--- src/rtl/cpu_bus_sequencer_pkg.sv ---
// Shared types and constants for the multi-cycle MIPS bus sequencer.
package cpu_pkg;

  typedef enum logic [2:0] {
    S_FETCH = 3'd0,
    S_EXEC  = 3'd1,
    S_MEM   = 3'd2,
    S_WB    = 3'd3,
    S_HALT  = 3'd4,
    S_ERROR = 3'd5
  } seq_state_t;

  localparam logic [31:0] RESET_VECTOR = 32'hBFC0_0000;
  localparam logic [31:0] HALT_PC      = 32'h0000_0000;

endpackage

--- src/rtl/cpu_bus_sequencer_timeout.sv ---
// Saturating count of consecutive waitrequest cycles; flags the cycle that
// would bring the count to the limit.
module bus_timeout_counter #(
  parameter int CNT_W = 11
) (
  input  logic             clk,
  input  logic             reset_n,
  input  logic             clear,
  input  logic             inc,
  input  logic [CNT_W-1:0] limit,
  output logic             expired
);

  localparam logic [CNT_W-1:0] ONE = {{(CNT_W-1){1'b0}}, 1'b1};

  logic [CNT_W-1:0] cnt_q;
  logic [CNT_W-1:0] cnt_d;

  // next count: clear wins, otherwise count up until the limit
  always_comb begin
    cnt_d = cnt_q;
    if (clear) begin
      cnt_d = '0;
    end else if (inc && (cnt_q < limit)) begin
      cnt_d = cnt_q + ONE;
    end else begin
      cnt_d = cnt_q;
    end
  end

  // counter register
  always_ff @(posedge clk or negedge reset_n) begin
    if (!reset_n) begin
      cnt_q <= '0;
    end else begin
      cnt_q <= cnt_d;
    end
  end

  // independent of clear so the FSM can use it to pick its next state
  assign expired = inc && (cnt_q >= (limit - ONE));

endmodule

--- src/rtl/cpu_bus_sequencer.sv ---
// Multi-cycle fetch/exec/mem/writeback sequencer driving the shared memory bus.
module cpu_bus_sequencer
  import cpu_pkg::*;
#(
  parameter int TIMEOUT_CYCLES = 1024,
  parameter int CNT_W          = 11
) (
  input  logic        clk,
  input  logic        reset_n,
  input  logic [31:0] pc,
  input  logic [31:0] data_addr,
  input  logic        mem_read_req,
  input  logic        mem_write_req,
  input  logic        hilo_stall,
  input  logic        halt_req,
  input  logic        waitrequest,
  input  logic [31:0] readdata,
  output logic [31:0] address,
  output logic        read,
  output logic        write,
  output logic [31:0] instr,
  output logic [31:0] load_data,
  output logic        pc_we,
  output logic        reg_we_en,
  output logic        active,
  output logic        bus_error
);

  localparam logic [CNT_W-1:0] LIMIT = CNT_W'(TIMEOUT_CYCLES);

  seq_state_t  state_q;
  seq_state_t  state_d;
  logic        run_q;
  logic [31:0] instr_q;
  logic [31:0] instr_d;
  logic [31:0] load_data_q;
  logic [31:0] load_data_d;
  logic        bus_wait;
  logic        cnt_clear;
  logic        timeout;

  assign bus_wait  = run_q && waitrequest && ((state_q == S_FETCH) || (state_q == S_MEM));
  assign cnt_clear = (state_d != state_q) || !waitrequest;

  bus_timeout_counter #(
    .CNT_W(CNT_W)
  ) u_timeout (
    .clk    (clk),
    .reset_n(reset_n),
    .clear  (cnt_clear),
    .inc    (bus_wait),
    .limit  (LIMIT),
    .expired(timeout)
  );

  // state, run qualifier and capture registers; run_q holds off the first
  // fetch until the first edge after reset release
  always_ff @(posedge clk or negedge reset_n) begin
    if (!reset_n) begin
      state_q     <= S_FETCH;
      run_q       <= 1'b0;
      instr_q     <= 32'h0000_0000;
      load_data_q <= 32'h0000_0000;
    end else begin
      state_q     <= state_d;
      run_q       <= 1'b1;
      instr_q     <= instr_d;
      load_data_q <= load_data_d;
    end
  end

  // next-state and capture logic
  always_comb begin
    state_d     = state_q;
    instr_d     = instr_q;
    load_data_d = load_data_q;
    if (!run_q) begin
      state_d = state_q;
    end else begin
      case (state_q)
        S_FETCH: begin
          if (timeout) begin
            state_d = S_ERROR;
          end else if (!waitrequest) begin
            instr_d = readdata;
            state_d = S_EXEC;
          end else begin
            state_d = S_FETCH;
          end
        end
        S_EXEC: begin
          if (hilo_stall) begin
            state_d = S_EXEC;
          end else if (mem_read_req || mem_write_req) begin
            state_d = S_MEM;
          end else begin
            state_d = S_WB;
          end
        end
        S_MEM: begin
          if (timeout) begin
            state_d = S_ERROR;
          end else if (!waitrequest) begin
            if (mem_read_req) begin
              load_data_d = readdata;
            end else begin
              load_data_d = load_data_q;
            end
            state_d = S_WB;
          end else begin
            state_d = S_MEM;
          end
        end
        S_WB: begin
          if (halt_req) begin
            state_d = S_HALT;
          end else begin
            state_d = S_FETCH;
          end
        end
        S_HALT:  state_d = S_HALT;
        S_ERROR: state_d = S_ERROR;
        default: state_d = S_ERROR;
      endcase
    end
  end

  // output decode from the state register; mem_read_req wins on illegal decode
  always_comb begin
    address   = pc;
    read      = 1'b0;
    write     = 1'b0;
    pc_we     = 1'b0;
    reg_we_en = 1'b0;
    active    = 1'b0;
    bus_error = 1'b0;
    case (state_q)
      S_FETCH: begin
        if (run_q) begin
          read   = 1'b1;
          active = 1'b1;
        end else begin
          read   = 1'b0;
          active = 1'b0;
        end
      end
      S_EXEC: begin
        active = 1'b1;
      end
      S_MEM: begin
        address = data_addr;
        read    = mem_read_req;
        write   = mem_write_req && !mem_read_req;
        active  = 1'b1;
      end
      S_WB: begin
        pc_we     = 1'b1;
        reg_we_en = 1'b1;
        active    = 1'b1;
      end
      S_HALT: begin
        active = 1'b0;
      end
      S_ERROR: begin
        bus_error = 1'b1;
      end
      default: begin
        bus_error = 1'b1;
      end
    endcase
  end

  assign instr     = instr_q;
  assign load_data = load_data_q;

endmodule

--- config.mk ---
export PLATFORM = sky130hd
export DESIGN_NAME = cpu_bus_sequencer
export DESIGN_NICKNAME = d
export VERILOG_FILES = /design/src/rtl/cpu_bus_sequencer_pkg.sv /design/src/rtl/cpu_bus_sequencer_timeout.sv /design/src/rtl/cpu_bus_sequencer.sv
export SDC_FILE = /design/constraint.sdc
export NUM_CORES = 1
export LEC_CHECK = 0
export BUFFER_PORTS_ARGS = -buffer_cell sky130_fd_sc_hd__clkbuf_2
export CELL_PAD_IN_SITES_DETAIL_PLACEMENT = 0
export CELL_PAD_IN_SITES_GLOBAL_PLACEMENT = 1
export CORE_ASPECT_RATIO = 0.5
export CORE_UTILIZATION = 33
export DETAILED_ROUTE_END_ITERATION = 16
export GPL_TIMING_DRIVEN = 1
export HOLD_SLACK_MARGIN = 0.1
export PLACE_DENSITY = 0.76
export SYNTH_ARGS = -nofsm -noshare
export SYNTH_HDL_FRONTEND = slang
export SYNTH_SLANG_ARGS = --single-unit
--- constraint.sdc ---
create_clock -name clk -period 2.5 [get_ports clk]
set_input_delay 0 -clock clk [delete_from_list [all_inputs] [get_ports clk]]
set_output_delay 0 -clock clk [all_outputs]
set_load 0.1 [all_outputs]
# [Yosys cells after proc, flatten, opt, wreduce, memory -nomap -nowiden]
# Index checks and enable logic that the tools add are counted.
[word_totals] register_bits=79 out_inout_bits=102
[op_classes] add_sub_neg=1 n_lt_le_gt_ge=2 eq_ne=5 mux=18 n_bitwise=2 n_reduce_logical=16
[op_table] operator="2-to-1 mux 32 bit" n=1
[op_table] operator="2-to-1 mux 11 bit" n=2
[op_table] operator="case mux 3 bit (5 select lines)" n=1
[op_table] operator="2-to-1 mux 3 bit" n=4
[op_table] operator="adder 11 x 1 -> 11 bit (second input constant)" n=1
[op_table] operator=">= comparator 11 x 10 -> 1 bit (second input constant)" n=1
[op_table] operator="less-than comparator 11 bit (second input constant)" n=1
[op_table] operator="2-to-1 mux 1 bit" n=7
[op_table] operator="equality test 3 x 2 -> 1 bit (second input constant)" n=2
[op_table] operator="logical AND 1 bit" n=5
[op_table] operator="AND reduction 5 bit" n=1
[op_table] operator="OR reduction 5 bit" n=1
[op_table] operator="case mux 1 bit (2 select lines)" n=2
[op_table] operator="AND reduction 4 bit" n=1
[op_table] operator="equality test 3 x 1 -> 1 bit (second input constant)" n=1
[op_table] operator="equality test 3 bit (second input constant)" n=1
[op_table] operator="logical NOT 3 bit" n=1
[op_table] operator="logical OR 1 bit" n=3
[op_table] operator="!= test 3 bit" n=1
[op_table] operator="OR reduction 3 bit" n=1
[op_table] operator="logical NOT 1 bit" n=2
[op_table] operator="2-to-1 mux 2 bit" n=1
[op_table] operator="NOT 1 bit" n=2
[op_table] operator="nonzero test 2 bit" n=1

# [Longest topological paths before layout]
[logic_depth] ltp_word=10 ltp_mapped=6 ltp_nobuf=5

# [Modules after synthesis]
# From an unflattened synthesis, not the netlist that was laid out.
[unflattened] cells_unflattened=356 area_unflattened_um2=4321.6
[modules_own_cells] mod="cpu_bus_sequencer" instances=1 cells_each=211 area_per_inst_um2=3072.9 seq_area_each_um2=1701.6
[modules_own_cells] mod="bus_timeout_counter" instances=1 cells_each=145 area_per_inst_um2=1248.7 seq_area_each_um2=275.3

# [Least setup slack after synthesis]
# No wires, ideal clock.
[synth_timing] path_kind="register to output" start="register state_q[2]" end="output port read" arrival_time_ps=2836 path_slack_ps=-336 path_stages_with_launch=3 n_path_buf=1 cell_sequence="dfrtp_1 clkbuf_1 a211oi_1"
[synth_via] elab_chain_len=2 elab_cells_between_ends=3 cone_classes="1 x eq/ne; 1 x mux; 1 x reduce/logical"
[synth_rtl] item="start: declaration" line_no="cpu_bus_sequencer.sv:31" text="seq_state_t state_q;"
[synth_rtl] item="start signal: assignment" line_no="cpu_bus_sequencer.sv:65" text="state_q <= state_d;"
[synth_rtl] item="equality test 3 x 2 -> 1 bit or logical NOT 3 bit (tied branches)" line_no="cpu_bus_sequencer.sv:137" text="case (state_q)"
[synth_rtl] item="case mux 1 bit (2 select lines) *" line_no="cpu_bus_sequencer.sv:137"
[synth_rtl] item="end: declaration" line_no="cpu_bus_sequencer.sv:19" text="output logic read,"
# Mark *: on every way between the ends. The rest lies on a longest branch, timed or not.

# [Worst setup path after layout]
[layout_timing] start="register state_q[1]" end="output port address[22]"
[layout_via] elab_chain_len=2
[layout_rtl] item="equality test 3 x 2 -> 1 bit" line_no="cpu_bus_sequencer.sv:137"
[layout_rtl] item="2-to-1 mux 32 bit" line_no="cpu_bus_sequencer.sv:137"
[layout_rtl] item="end: declaration" line_no="cpu_bus_sequencer.sv:18" text="output logic [31:0] address,"
# No other way between the ends.

==> flow_summary.toml <==
[outcome]
status = "completed"

[global_routing]
grtUsageTotal_pct = 19.0
grt_start_max_net_pins = 80
antenna_found_initial = 0
grt_pass1_vias = 3233
grt_first_pass_wirelength_um = 16800
grt.overflow.total = 0

[worst_setup_path]
critPathMaxStageDelay_ps = 490
endpoint_kind = "output pin"
critPathSlowestCell = "dfrtp_1"
start_kind = "flip-flop"
cp_num_buf_inv = 3
critPathTopFamily = "buffers and inverters"
r2r_start = "state_q[0]"
crit_chain = "inv_2, nor3_4, buf_4, mux2_2, buf_12"
path_max_fanout = 34
required_ps = 2500
cp.arrival_ps = 2130
rr_worst_depth = 4
crit_type = "flip-flop to output pin"
cp.depth = 5
crit_start = "state_q[1]"

[sta]
layout_min_cycle_time_ps = 2130
tightest_slew_ps = 990
rsz0062_at_grt = "no"
fin_crit_sh_pct = 85.2
final_max_slew_viol_count = 0
clock_skew_ps = 4.41
slew_headroom_pct = 34.0
setup_viol = 0
fmax_mhz = 470
hold_viol = 0
tns_ps = 0

[synth]
synth_cells = 270
yosys.area_share.adder_pct = 0.342
synthSimpleGateAreaFrac_pct = 7.38
synth_seq_cells = 79
synth_cell_types = 42
yosysSeqAreaShare_pct = 54.0
synth_compound_area_share_pct = 3.66
syn-cell-area_sq_mm = 0.00366
synthFlopType = "dfrtp_1"
synth_nets = 374
synthMuxAreaShare_pct = 29.5
synth.area.top_cells = "dfrtp_1, mux2_2, mux2_1, xnor2_1, nor2_1"
synth_top_area_share_pct = 54.0
synth-xor-area-share_pct = 1.91
synth.largest_area_cell = "dfrtp_1"
synth_top_family_by_area = "multiplexers"
async_reset_ff_share_pct = 100
syn_area_per_cell_sq_um = 13.6
yosys_warnings = 0
synth_edf_count = 0

[final_layout]
final_nets = 611
seq_area_sq_mm = 0.00198
fill_cells = 913
insertedDiodeCount = 0
drive_gt1_share_pct = 57.3
synthToLayoutAreaGrowth_pct = 63.5
multiInputGateArea_sq_mm = 0.00159

[routing]
drc = 0
via_count = 3028
wl_um = 10500
wire_per_inst_um = 16.2
first_pass_iters = 4
drtAntennaViolNets = 0
vias_per_cell = 4.65
drt_iter0_drc = 151

[floorplanning]
die_height_um = 76.5
rows = 26
io_pins = 205
die_area_sq_mm = 0.0115
core-area_sq_mm = 0.0105
die_x_um = 151
start_util_pct = 34.9

[cts]
insertion_delay_ps = 330
clk_path_buf_depth = 2
numCtsBuffers = 9
clock_sinks = 79
cts_tree = "yes"
htreeDepth = 3
cts-root-buf = "clkbuf_16"
clk_pin_slew_ps = 60

[place]
hpwl_um = 7900
portBuffers = 204
place.gp.congestion = 0.806

[worst_hold_path]
min_from = "hilo_stall"
hold_depth = 3
min_path_type = "input pin to flip-flop"

[run]
drv_cap = 0
## through the flow
stage | worst slack (ps) | cell area [sq um] | util (%) | std cells | hold slack, ps
finish | 370 | 5990 | 57.0 | 651 | 134
CTS | 369 | 5990 | 57.0 | 651 | 124
global route | 286 | 5990 | 57.0 | 651 | 143
global placement | 659 | 5320 | 50.6 | 602 | 224
detailed placement | 595 | 5320 | 50.6 | 602 | 235
floorplan | 406 | 3670 | - | 270 | -296
## what timing repair did
action	in CTS	in global routing
hold buffers	34	0
setup buffers	0	0
hold endpoints to repair	144	0
gates resized for setup	0	0
## final timing paths
check / slack [ps] / end
min in group asynchronous: 370 / load_data[21]
max reg2reg: 580 / instr[10]
max: 370 / address[22]
min: 130 / state_q[1]
max in group asynchronous: 1480 / instr[2]
min reg2reg: 480 / load_data[5]
## sequential cells by signal (all words and copies together), names as in the netlist
register / flops
load_data: 32
instr: 32
u_timeout.cnt_q: 11
state_q: 3
run_q: 1
## synthesized netlist by cell type, types with 2 or more instances
| cell type | n |
|---|---|
| buf_2 | 7 |
| buf_6 | 4 |
| nand3_1 | 3 |
| clkbuf_1 | 5 |
| xnor2_1 | 8 |
| a21oi_1 | 5 |
| a41oi_1 | 3 |
| nand4_1 | 2 |
| nor3_1 | 3 |
| dfrtp_1 | 79 |
| o21ai_0 | 5 |
| mux2_2 | 61 |
| nor4_1 | 4 |
| nor2_1 | 13 |
| nand2_1 | 6 |
| mux2_1 | 35 |
| or3_1 | 2 |
## layout by cell type (no fill, tap or decap), types with 2 or more instances in the layout
cell type	count
a21oi_1	5
a41oi_1	3
buf_12	34
buf_4	5
bufinv_16	2
clkbuf_16	9
clkbuf_2	170
clkbuf_8	3
dfrtp_1	79
dlygate4sd3_1	34
mux2_1	35
mux2_2	61
nand2_1	6
nand3_1	3
nand4_1	2
nor2_1	12
nor3_1	3
nor4_1	4
o21ai_0	5
or3_1	2
xnor2_1	8
## worst min-delay path: stages
cell and delay [ps]:
clkbuf_2 110, nor3_1 60, a221o_1 250
## layout make-up
type | instances | area share, %
clock buffer | 12 | 4.45
sequential | 79 | 33.0
tap | 140 | 2.92
inverter | 2 | 0.125
timing repair buffer | 243 | 31.9
clock inverter | 3 | 1.09
multi-input combinational | 172 | 26.5
## kinds of logic after synthesis
| family | count (synthesis) |
|---|---|
| mux | 96 |
| flops | 79 |
| simple gates | 46 |
| compound gates | 20 |
| buf+inv | 19 |
| xor+xnor | 8 |
| fa+ha+maj | 1 |
| other cells | 1 |
## metal layers
metal | vias up | routed length (um) | global-route usage [%]
li1 | 1449 | - | -
met1 | 1502 | 4670 | 24.0
met2 | 56 | 5360 | 31.9
met3 | 21 | 263 | 4.07
met4 | 0 | 248 | 6.80
met5 | - | 0 | 0
Power is not shown: default switching activity piles up to over one toggle a cycle in this logic, so the estimate is an artifact.
